<file path="config.mk">
export PLATFORM = sky130hd
export DESIGN_NAME = mv_decision
export DESIGN_NICKNAME = d
export VERILOG_FILES = /design/src/rtl/mv_decision.sv
export SDC_FILE = /design/constraint.sdc
export NUM_CORES = 1
export LEC_CHECK = 0
export CAP_MARGIN = 20
export CORE_UTILIZATION = 50
export DETAILED_ROUTE_END_ITERATION = 10
export PLACE_DENSITY = 0.71
export SLEW_MARGIN = 25
export SYNTH_ARGS = -nofsm -noshare
export SYNTH_HDL_FRONTEND = slang
export SYNTH_SLANG_ARGS = --single-unit
export TNS_END_PERCENT = 30
</file>
<file path="constraint.sdc">
create_clock -name clk -period 7.4 [get_ports clk]
set_input_delay 2.22 -clock clk [delete_from_list [all_inputs] [get_ports clk]]
set_output_delay 2.22 -clock clk [all_outputs]
set_load 0.1 [all_outputs]
</file>
<file path="src/rtl/mv_decision.sv">
// Motion-vector decision: tracks the lowest SAD per coding block during a search and
// streams the four winners over a valid/ready port. Optional zero-MV bias: MV_ZERO_BIAS_EN.
module mv_decision #(
  parameter int unsigned SAD_W    = 16,
  parameter int unsigned ZMV_COL  = 16,
  parameter int unsigned ZMV_ROW  = 32,
  parameter int unsigned ZMV_BIAS = 16
) (
  input  logic             clk,
  input  logic             rst,
  input  logic             start,
  input  logic             sad_valid,
  input  logic [SAD_W-1:0] sad_in,
  input  logic [1:0]       cb_id,
  input  logic [4:0]       search_column_count,
  input  logic [6:0]       search_row_count,
  input  logic             search_done,
  output logic             out_valid,
  input  logic             out_ready,
  output logic [1:0]       out_cb,
  output logic [SAD_W-1:0] out_sad,
  output logic [4:0]       out_mv_col,
  output logic [6:0]       out_mv_row,
  output logic             out_last,
  output logic             busy
);

  localparam int unsigned NUM_CB = 4;

`ifdef MV_ZERO_BIAS_EN
  localparam bit BIAS_EN = 1'b1;
`else
  localparam bit BIAS_EN = 1'b0;
`endif

  typedef enum logic [1:0] {IDLE, TRACK, OUTPUT} state_t;

  state_t           state;
  logic [SAD_W-1:0] best_sad [NUM_CB];
  logic [4:0]       best_col [NUM_CB];
  logic [6:0]       best_row [NUM_CB];

  logic             is_zmv;
  logic [SAD_W-1:0] cand_sad;
  logic             cand_better;
  logic [1:0]       nxt_cb;

  // Candidate SAD as compared and stored, with the zero-MV bias saturating at zero.
  always_comb begin
    is_zmv   = (search_column_count == 5'(ZMV_COL)) && (search_row_count == 7'(ZMV_ROW));
    cand_sad = sad_in;
    if (BIAS_EN && is_zmv) begin
      cand_sad = (sad_in > SAD_W'(ZMV_BIAS)) ? (sad_in - SAD_W'(ZMV_BIAS)) : '0;
    end
    cand_better = (cand_sad < best_sad[cb_id]);
    nxt_cb      = out_cb + 2'd1;
  end

  always_ff @(posedge clk) begin
    if (rst) begin
      state      <= IDLE;
      out_valid  <= 1'b0;
      out_last   <= 1'b0;
      busy       <= 1'b0;
      out_cb     <= '0;
      out_sad    <= '0;
      out_mv_col <= '0;
      out_mv_row <= '0;
      for (int i = 0; i < NUM_CB; i++) begin
        best_sad[i] <= '1;
        best_col[i] <= '0;
        best_row[i] <= '0;
      end
    end else begin
      unique case (state)
        IDLE: begin
          if (start) begin
            state <= TRACK;
            busy  <= 1'b1;
            for (int i = 0; i < NUM_CB; i++) begin
              best_sad[i] <= '1;
              best_col[i] <= '0;
              best_row[i] <= '0;
            end
          end
        end
        TRACK: begin
          // A restart wins over any candidate or end-of-search in the same cycle.
          if (start) begin
            for (int i = 0; i < NUM_CB; i++) begin
              best_sad[i] <= '1;
              best_col[i] <= '0;
              best_row[i] <= '0;
            end
          end else begin
            if (sad_valid && cand_better) begin
              best_sad[cb_id] <= cand_sad;
              best_col[cb_id] <= search_column_count;
              best_row[cb_id] <= search_row_count;
            end
            if (search_done) begin
              state <= OUTPUT;
            end
          end
        end
        OUTPUT: begin
          // First OUTPUT cycle presents CB0; afterwards each accepted beat loads the next.
          if (!out_valid) begin
            out_valid  <= 1'b1;
            out_last   <= 1'b0;
            out_cb     <= 2'd0;
            out_sad    <= best_sad[0];
            out_mv_col <= best_col[0];
            out_mv_row <= best_row[0];
          end else if (out_ready) begin
            if (out_last) begin
              out_valid <= 1'b0;
              out_last  <= 1'b0;
              busy      <= 1'b0;
              state     <= IDLE;
            end else begin
              out_cb     <= nxt_cb;
              out_sad    <= best_sad[nxt_cb];
              out_mv_col <= best_col[nxt_cb];
              out_mv_row <= best_row[nxt_cb];
              out_last   <= (nxt_cb == 2'd3);
            end
          end
        end
        default: state <= IDLE;
      endcase
    end
  end

endmodule

</file>
# == Word level (Yosys, flattened, before mapping) ==
# Memories as Yosys holds them, arrays and structs flattened.
# Index checks and enable logic that the tools add are counted.
# op_classes
add_sub_neg,1
n_lt_le_gt_ge,1
eq_ne,11
n_mux,77
bitwise,24
n_reduce_logical,10
# op_table
operator,n
2-to-1 mux 16 bit,12
2-to-1 mux 7 bit,12
2-to-1 mux 5 bit,12
2-to-1 mux 1 bit,27
2-to-1 mux 2 bit,12
bitwise OR 1 bit,24
< comparator 16 bit,1
OR reduction 16 bit,1
!= test 2 bit (second input constant),7
OR reduction 7 bit,1
one-hot mux 2 bit (3 select lines),1
AND reduction 6 bit,1
AND reduction 5 bit,1
OR reduction 5 bit,1
== test 2 bit (second input constant),2
AND reduction 3 bit,1
adder 2 x 1 -> 2 bit (second input constant),1
== test 2 x 1 -> 1 bit (second input constant),1
logical NOT 2 bit,1
!= test 2 x 1 -> 1 bit (second input constant),1
one-hot mux 1 bit (2 select lines),1
AND reduction 2 bit,1
nonzero test 2 bit,1
logical AND 1 bit,1
# word_totals
register_bits,35
ram_bits,112
mem_count,3
# memory_table
memory,depth,word_bits,rd,rd_ports_with_merged_regs,write_ports,line_no,text
best_sad,4,16,3,0,4,39,logic [SAD_W-1:0] best_sad [NUM_CB];
best_row,4,7,2,0,4,41,logic [6:0] best_row [NUM_CB];
best_col,4,5,2,0,4,40,logic [4:0] best_col [NUM_CB];

# == Depth between registers and ports, before layout ==
# Gate-level depths: netlist (run 1).
# An unclocked memory read counts as a cell.
# depth
depth_word,10
depth_mapped,12
ltp_nobuf,8

# == Worst setup path before layout (run 1) ==
# Ideal clock, no wire load.
# synth_path
path_type,input -> register
from,in cb_id[1]
to,mem best_col[2][0] (enable)
arrival_time_ns,5.393
required_ns,7.011
path_slack_ns,1.618
path_stages,11
path_cell_list,buf_2 -> buf_2 -> mux4_2 -> inv_1 -> ha_1 -> a21oi_1 -> o21ai_0 -> a2111oi_4 -> and4_1 -> buf_2 -> nand2b_1
# synth_lines
item,line_no,text
from (decl),14,"input logic [1:0] cb_id,"
to (decl),40,

==> results of run 1 <==
-- Yosys cell counts (all sizes together) (16+ instances only) --
master	n
a211oi	28
ha	16
buf	24
a22oi	29
inv	20
edfxtp	112
mux2i	28
nor2	37
dfxtp	35
nand2	33
and2	50
clkbuf	18
o21ai	32
nand2b	73
-- final cells by class --
class	count	area (µm²)	area share, %
flip-flops and latches	147	4064	47.46
multi-input cells	383	2753	32.14
repair buffers	89	838.3	9.790
clock buffers	20	446.7	5.216
well taps	180	225.2	2.630
clock inverters	12	161.4	1.885
inverters	20	75.07	0.8767
-- path summary, 6_finish.rpt --
| kind | from | endpoint | slack [ns] | depth (start not counted) |
|---|---|---|---|---|
| min reg2reg | out_sad[2]$_SDFFE_PP0P_ | out_sad[2]$_SDFFE_PP0P_ | 0.47 | 2 |
| min | out_sad[2]$_SDFFE_PP0P_ | out_sad[2]$_SDFFE_PP0P_ | 0.47 | 2 |
| max | cb_id[1] | best_sad[1][4]$_SDFFCE_PN1P_ | 1.37 | 10 |
| max reg2reg | best_sad[3][11]$_SDFFCE_PN1P_ | best_sad[1][4]$_SDFFCE_PN1P_ | 3.97 | 9 |
-- per-layer routing --
metal | vias to the layer above | track usage (%) | routed length [µm]
met5 | - | 0 | 0
met4 | 0 | 9.954 | 335
met3 | 30 | 5.216 | 988
li1 | 2272 | - | -
met2 | 168 | 43.71 | 8585
met1 | 2431 | 30.59 | 7090
-- through the flow --
| stage | instances | power [mW] | hold WS (ns) |
|---|---|---|---|
| 3_5_place_dp | 819 | 1.099 | 0.4731 |
| 2_1_floorplan | 592 | 1.033 | 0.4660 |
| 5_1_grt | 851 | 2.036 | 0.5063 |
| 4_1_cts | 851 | 1.989 | 0.4794 |
| 3_3_place_gp | 819 | 1.095 | 0.4544 |
| 6_report | 851 | 1.979 | 0.4707 |
-- critical path, cell delays in order --
cell and delay (ns):
clkdlybuf4s50_1 1.07, mux4_2 0.61, inv_1 0.07, ha_1 0.23, a21oi_1 0.18, o21ai_0 0.19
a2111oi_4 0.48, and4_1 0.59, nand2b_1 0.20, buf_4 0.27
-- where the power goes --
part | internal [mW] | total [mW] | leakage, nW | switching [mW]
combinational | 0.0563 | 0.166 | 1.49 | 0.109
clock | 0.567 | 0.898 | 0.294 | 0.331
sequential | 0.908 | 0.916 | 1.29 | 0.00824
-- registers in the layout, summed over array words and instances, names as in the netlist --
name        flops
out_last        1
busy            1
best_row       28
best_col       20
state           2
out_mv_row      7
out_cb          2
best_sad       64
out_sad        16
out_mv_col      5
out_valid       1
-- cell families (layout without fill, tap and decap cells) --
kind of cell / after synthesis / after routing / share of synthesized area [%]
multiplexers: 45 / 45 / 9.030
buffers and inverters: 62 / 141 / 4.162
AO/OA/AOI/OAI: 107 / 107 / 10.05
AND/OR/NAND/NOR: 215 / 215 / 16.65
flip-flops: 147 / 147 / 57.28
adder cells (fa/ha/maj): 16 / 16 / 2.822
==> flow_summary.yaml, run 1 <==
finish:
  layout_common_cells: "edfxtp_1 (112), nand2b_1 (73), clkdlybuf4s50_1 (68)"
  fin_nets: 710
  syn_to_final_growth_pct: 20.71
  utilization_pct: 61.69
  fin_area_um2: 8563
  drive_above_1_share_pct: 10.28
  antenna_cells_inserted: 0
  nFillCells: 1125
  final_common_cell: "edfxtp_1"
job:
  cap_violations: 0
clock_network:
  cts_buffers: 17
  htreeDepth: 4
  clk_pin_slew_worst_paths_ns: 0.06
  cts-root-buf: "clkbuf_16"
  clk_latency_ns: 0.43
  cts_tree: "done"
  cts_sinks: 147
  clk_path_buf_depth: 2
  ctsResizeCount: 0
  postCtsHoldBufs: 0
  post_cts_buffers: 0
sta:
  max_freq_mhz: 165.8
  fin_skew_ns: 0.01118
  tns_ns: 0
  fin_ws_ns: 1.369
  hold_violations: 0
  fin_crit_ns: 6.031
  drv_slew: 0
  finalCritPeriodShare_pct: 81.50
  relSlewSlack_pct: 31.29
  finalSetupViolCount: 0
  worst_slew_pin_slew_ns: 1.027
  grt_setup_unrepaired: "no"
placement:
  pre_cts_ws_ns: 1.023
  globalplace.congestion: 0.8226
  placed_cell_area_um2: 7955
  io_buffers: 68
  hpwlAfterDp_mm: 10.45
floorplan:
  die_h_um: 121.1
  die_w_um: 121.1
  io_pins: 69
  design.core.area_um2: 13880
  num_rows: 43
  dieArea_um2: 14670
  initial_core_util_pct: 51.11
route:
  drt-wirelength-per-cell_um: 19.98
  wl_mm: 17.00
  routed_via_density: 5.759
  drt_iter0_markers: 379
  drtAntennaViolNets: 0
  drc: 0
  firstDrtPassIters: 5
  vias: 4901
status:
  status: "finished, final reports clean"
synth:
  synth.area.top_cells: "edfxtp_1 (47%), dfxtp_1 (9.9%), nand2b_1 (6.4%)"
  synth-edff-count: 112
  synth_top_area_cell: "edfxtp_1"
  ys_seq_area_share_pct: 57.28
  avgSynthCellArea_um2: 11.98
  synth_flop_cell: "edfxtp_1"
  synth_cells: 592
  synth_warnings: 0
  ys_types: 36
  syn-num-nets: 644
  async_flop_share_pct: 0
  syn_area_um2: 7094
  ys_seq_elements: 147
  yosys.area.top_type_share_pct: 47.41
global_route:
  antenna_found_initial: 0
  grt_pass1_wl_mm: 26.85
  grt_usage_pct: 25.19
  grt_max_degree: 38
  grt_overflow: 0
  grt_pass1_vias: 5049
setup_path:
  worst_setup_path_start_kind: "input port"
  path_class: "in -> reg"
  arrival_ns: 6.14
  required_ns: 7.51
  crit_path_end_kind: "register"
  critical_path_peak_fanout: 17
power_and_ir_drop:
  ir_worst_vdd_mv: 0.1652
  cellPowerDensity_nw_per_um2: 231.1
  leakage_nw: 3.071
worst_hold_path:
  hold_class: "reg -> reg"
(Power assumes the default switching activity.)
==> run 2: changes to the inputs <==
==> constraint.sdc (replaced) <==
create_clock -name clk -period 6.33 [get_ports clk]
set_input_delay 1.899 -clock clk [delete_from_list [all_inputs] [get_ports clk]]
set_output_delay 1.899 -clock clk [all_outputs]
set_load 0.1 [all_outputs]
==> flow_summary.yaml, run 2 (synthesis results as in run 1) <==
power_and_ir_drop:
  cellPowerDensity_nw_per_um2: 268.4
  leakage_nw: 3.087
  ir_worst_vdd_mv: 0.1846
  total_power_mw: 2.310
clock_network:
  cts-root-buf: "clkbuf_16"
  cts_sinks: 147
  post_cts_buffers: 0
  clk_path_buf_depth: 2
  cts_buffers: 17
  clk_latency_ns: 0.42
  cts_tree: "done"
  clk_pin_slew_worst_paths_ns: 0.06
  ctsResizeCount: 0
  htreeDepth: 4
  postCtsHoldBufs: 0
finish:
  syn_to_final_growth_pct: 21.36
  antenna_cells_inserted: 0
  nFillCells: 1108
  utilization_pct: 62.02
  layout_common_cells: "edfxtp_1 (112), nand2b_1 (73), clkdlybuf4s50_1 (68)"
  largest_reg_flops: 64
  drive_above_1_share_pct: 11.39
  largest_registers: "best_sad: 64 flops, best_row: 28 flops, best_col: 20 flops"
  final_common_cell: "edfxtp_1"
  top_register: "best_sad"
  fin_nets: 715
floorplan:
  die_w_um: 121.1
  design.core.area_um2: 13880
  dieArea_um2: 14670
  die_h_um: 121.1
  io_pins: 69
  initial_core_util_pct: 51.11
  num_rows: 43
job:
  cap_violations: 0
setup_path:
  worst_setup_path_start_kind: "input port"
  required_ns: 6.44
  critical_path_peak_fanout: 16
  crit_path_end_kind: "register"
  arrival_ns: 5.41
  path_class: "in -> reg"
sta:
  worst_slew_pin_slew_ns: 0.9757
  hold_violations: 0
  fin_skew_ns: 0.006667
  fin_crit_ns: 5.298
  max_freq_mhz: 188.8
  drv_slew: 0
  grt_setup_unrepaired: "no"
  relSlewSlack_pct: 34.75
  finalCritPeriodShare_pct: 83.69
  fin_ws_ns: 1.032
  tns_ns: 0
  finalSetupViolCount: 0
worst_hold_path:
  hold_class: "reg -> reg"
placement:
  globalplace.congestion: 0.7970
  pre_cts_ws_ns: 0.6044
  io_buffers: 68
  hpwlAfterDp_mm: 10.64
route:
  routed_via_density: 5.709
  drtAntennaViolNets: 0
  drt_iter0_markers: 430
  wl_mm: 16.71
  drc: 0
  firstDrtPassIters: 5
  vias: 4887
  drt-wirelength-per-cell_um: 19.52
global_route:
  antenna_found_initial: 0
  grt_max_degree: 38
  grt_usage_pct: 24.76
  grt_pass1_vias: 5069
  grt_overflow: 0
  grt_pass1_wl_mm: 26.68
status:
  status: "finished, final reports clean"
run 2: cell count changes in the layout (fill, tap and decap cells not counted), sizes merged:
cell	delta
clkinvlp	+4
clkbuf	-2
clkinv	-2
buf	+5
run 2: where the power goes:
part           switching [mW]  total [mW]  internal [mW]
combinational           0.127       0.194         0.0664
sequential            0.00948        1.07           1.06
clock                   0.390        1.05          0.656
total                   0.527        2.31           1.78
run 2: cell type report:
cell class,count,area [µm²],share of cell area (%)
Sequential cell,147,4064,47.20
Multi-Input combinational cell,383,2753,31.97
Clock buffer,18,429.2,4.985
Tap cell,180,225.2,2.616
Inverter,20,75.07,0.8720
Timing Repair Buffer,94,875.8,10.17
Clock inverter,14,187.7,2.180
run 2: metrics by stage:
step | area, µm² | cells | hold slack (ns)
floorplan | 7094 | 592 | 0.4660
global placement | 7993 | 824 | 0.4568
detailed placement | 7993 | 824 | 0.4708
CTS | 8610 | 856 | 0.4816
global route | 8610 | 856 | 0.5100
finish | 8610 | 856 | 0.4752
run 2: final timing paths:
check             cells after the start  slack [ns]                     startpoint                           end
setup / recovery                     12        1.03                       cb_id[1]  best_col[1][2]$_SDFFCE_PN0P_
hold / removal                        2        0.48        out_sad[2]$_SDFFE_PP0P_       out_sad[2]$_SDFFE_PP0P_
setup reg to reg                     10        3.18  best_sad[3][11]$_SDFFCE_PN1P_  best_col[1][2]$_SDFFCE_PN0P_
hold reg to reg                       2        0.48        out_sad[2]$_SDFFE_PP0P_       out_sad[2]$_SDFFE_PP0P_
run 2: routing by layer:
layer  vias to the layer above  wire, µm  GRT usage, %  share of wire [%]
li1                       2287         -             -                  -
met1                      2399      6991         29.82                 42
met2                       171      8321         41.71                 50
met3                        30       996         6.250                6.0
met4                         0       400         11.19                2.4
met5                         -         0             0                  0
run 2: critical path, cell delays in order:
cell and delay (ns):
clkdlybuf4s50_1 0.86, buf_4 0.27, mux4_2 0.51, inv_1 0.07
ha_1 0.24, a21oi_1 0.12, a21boi_0 0.09, o31ai_1 0.39
and4_1 0.29, buf_4 0.22, nand2b_1 0.16, buf_4 0.26
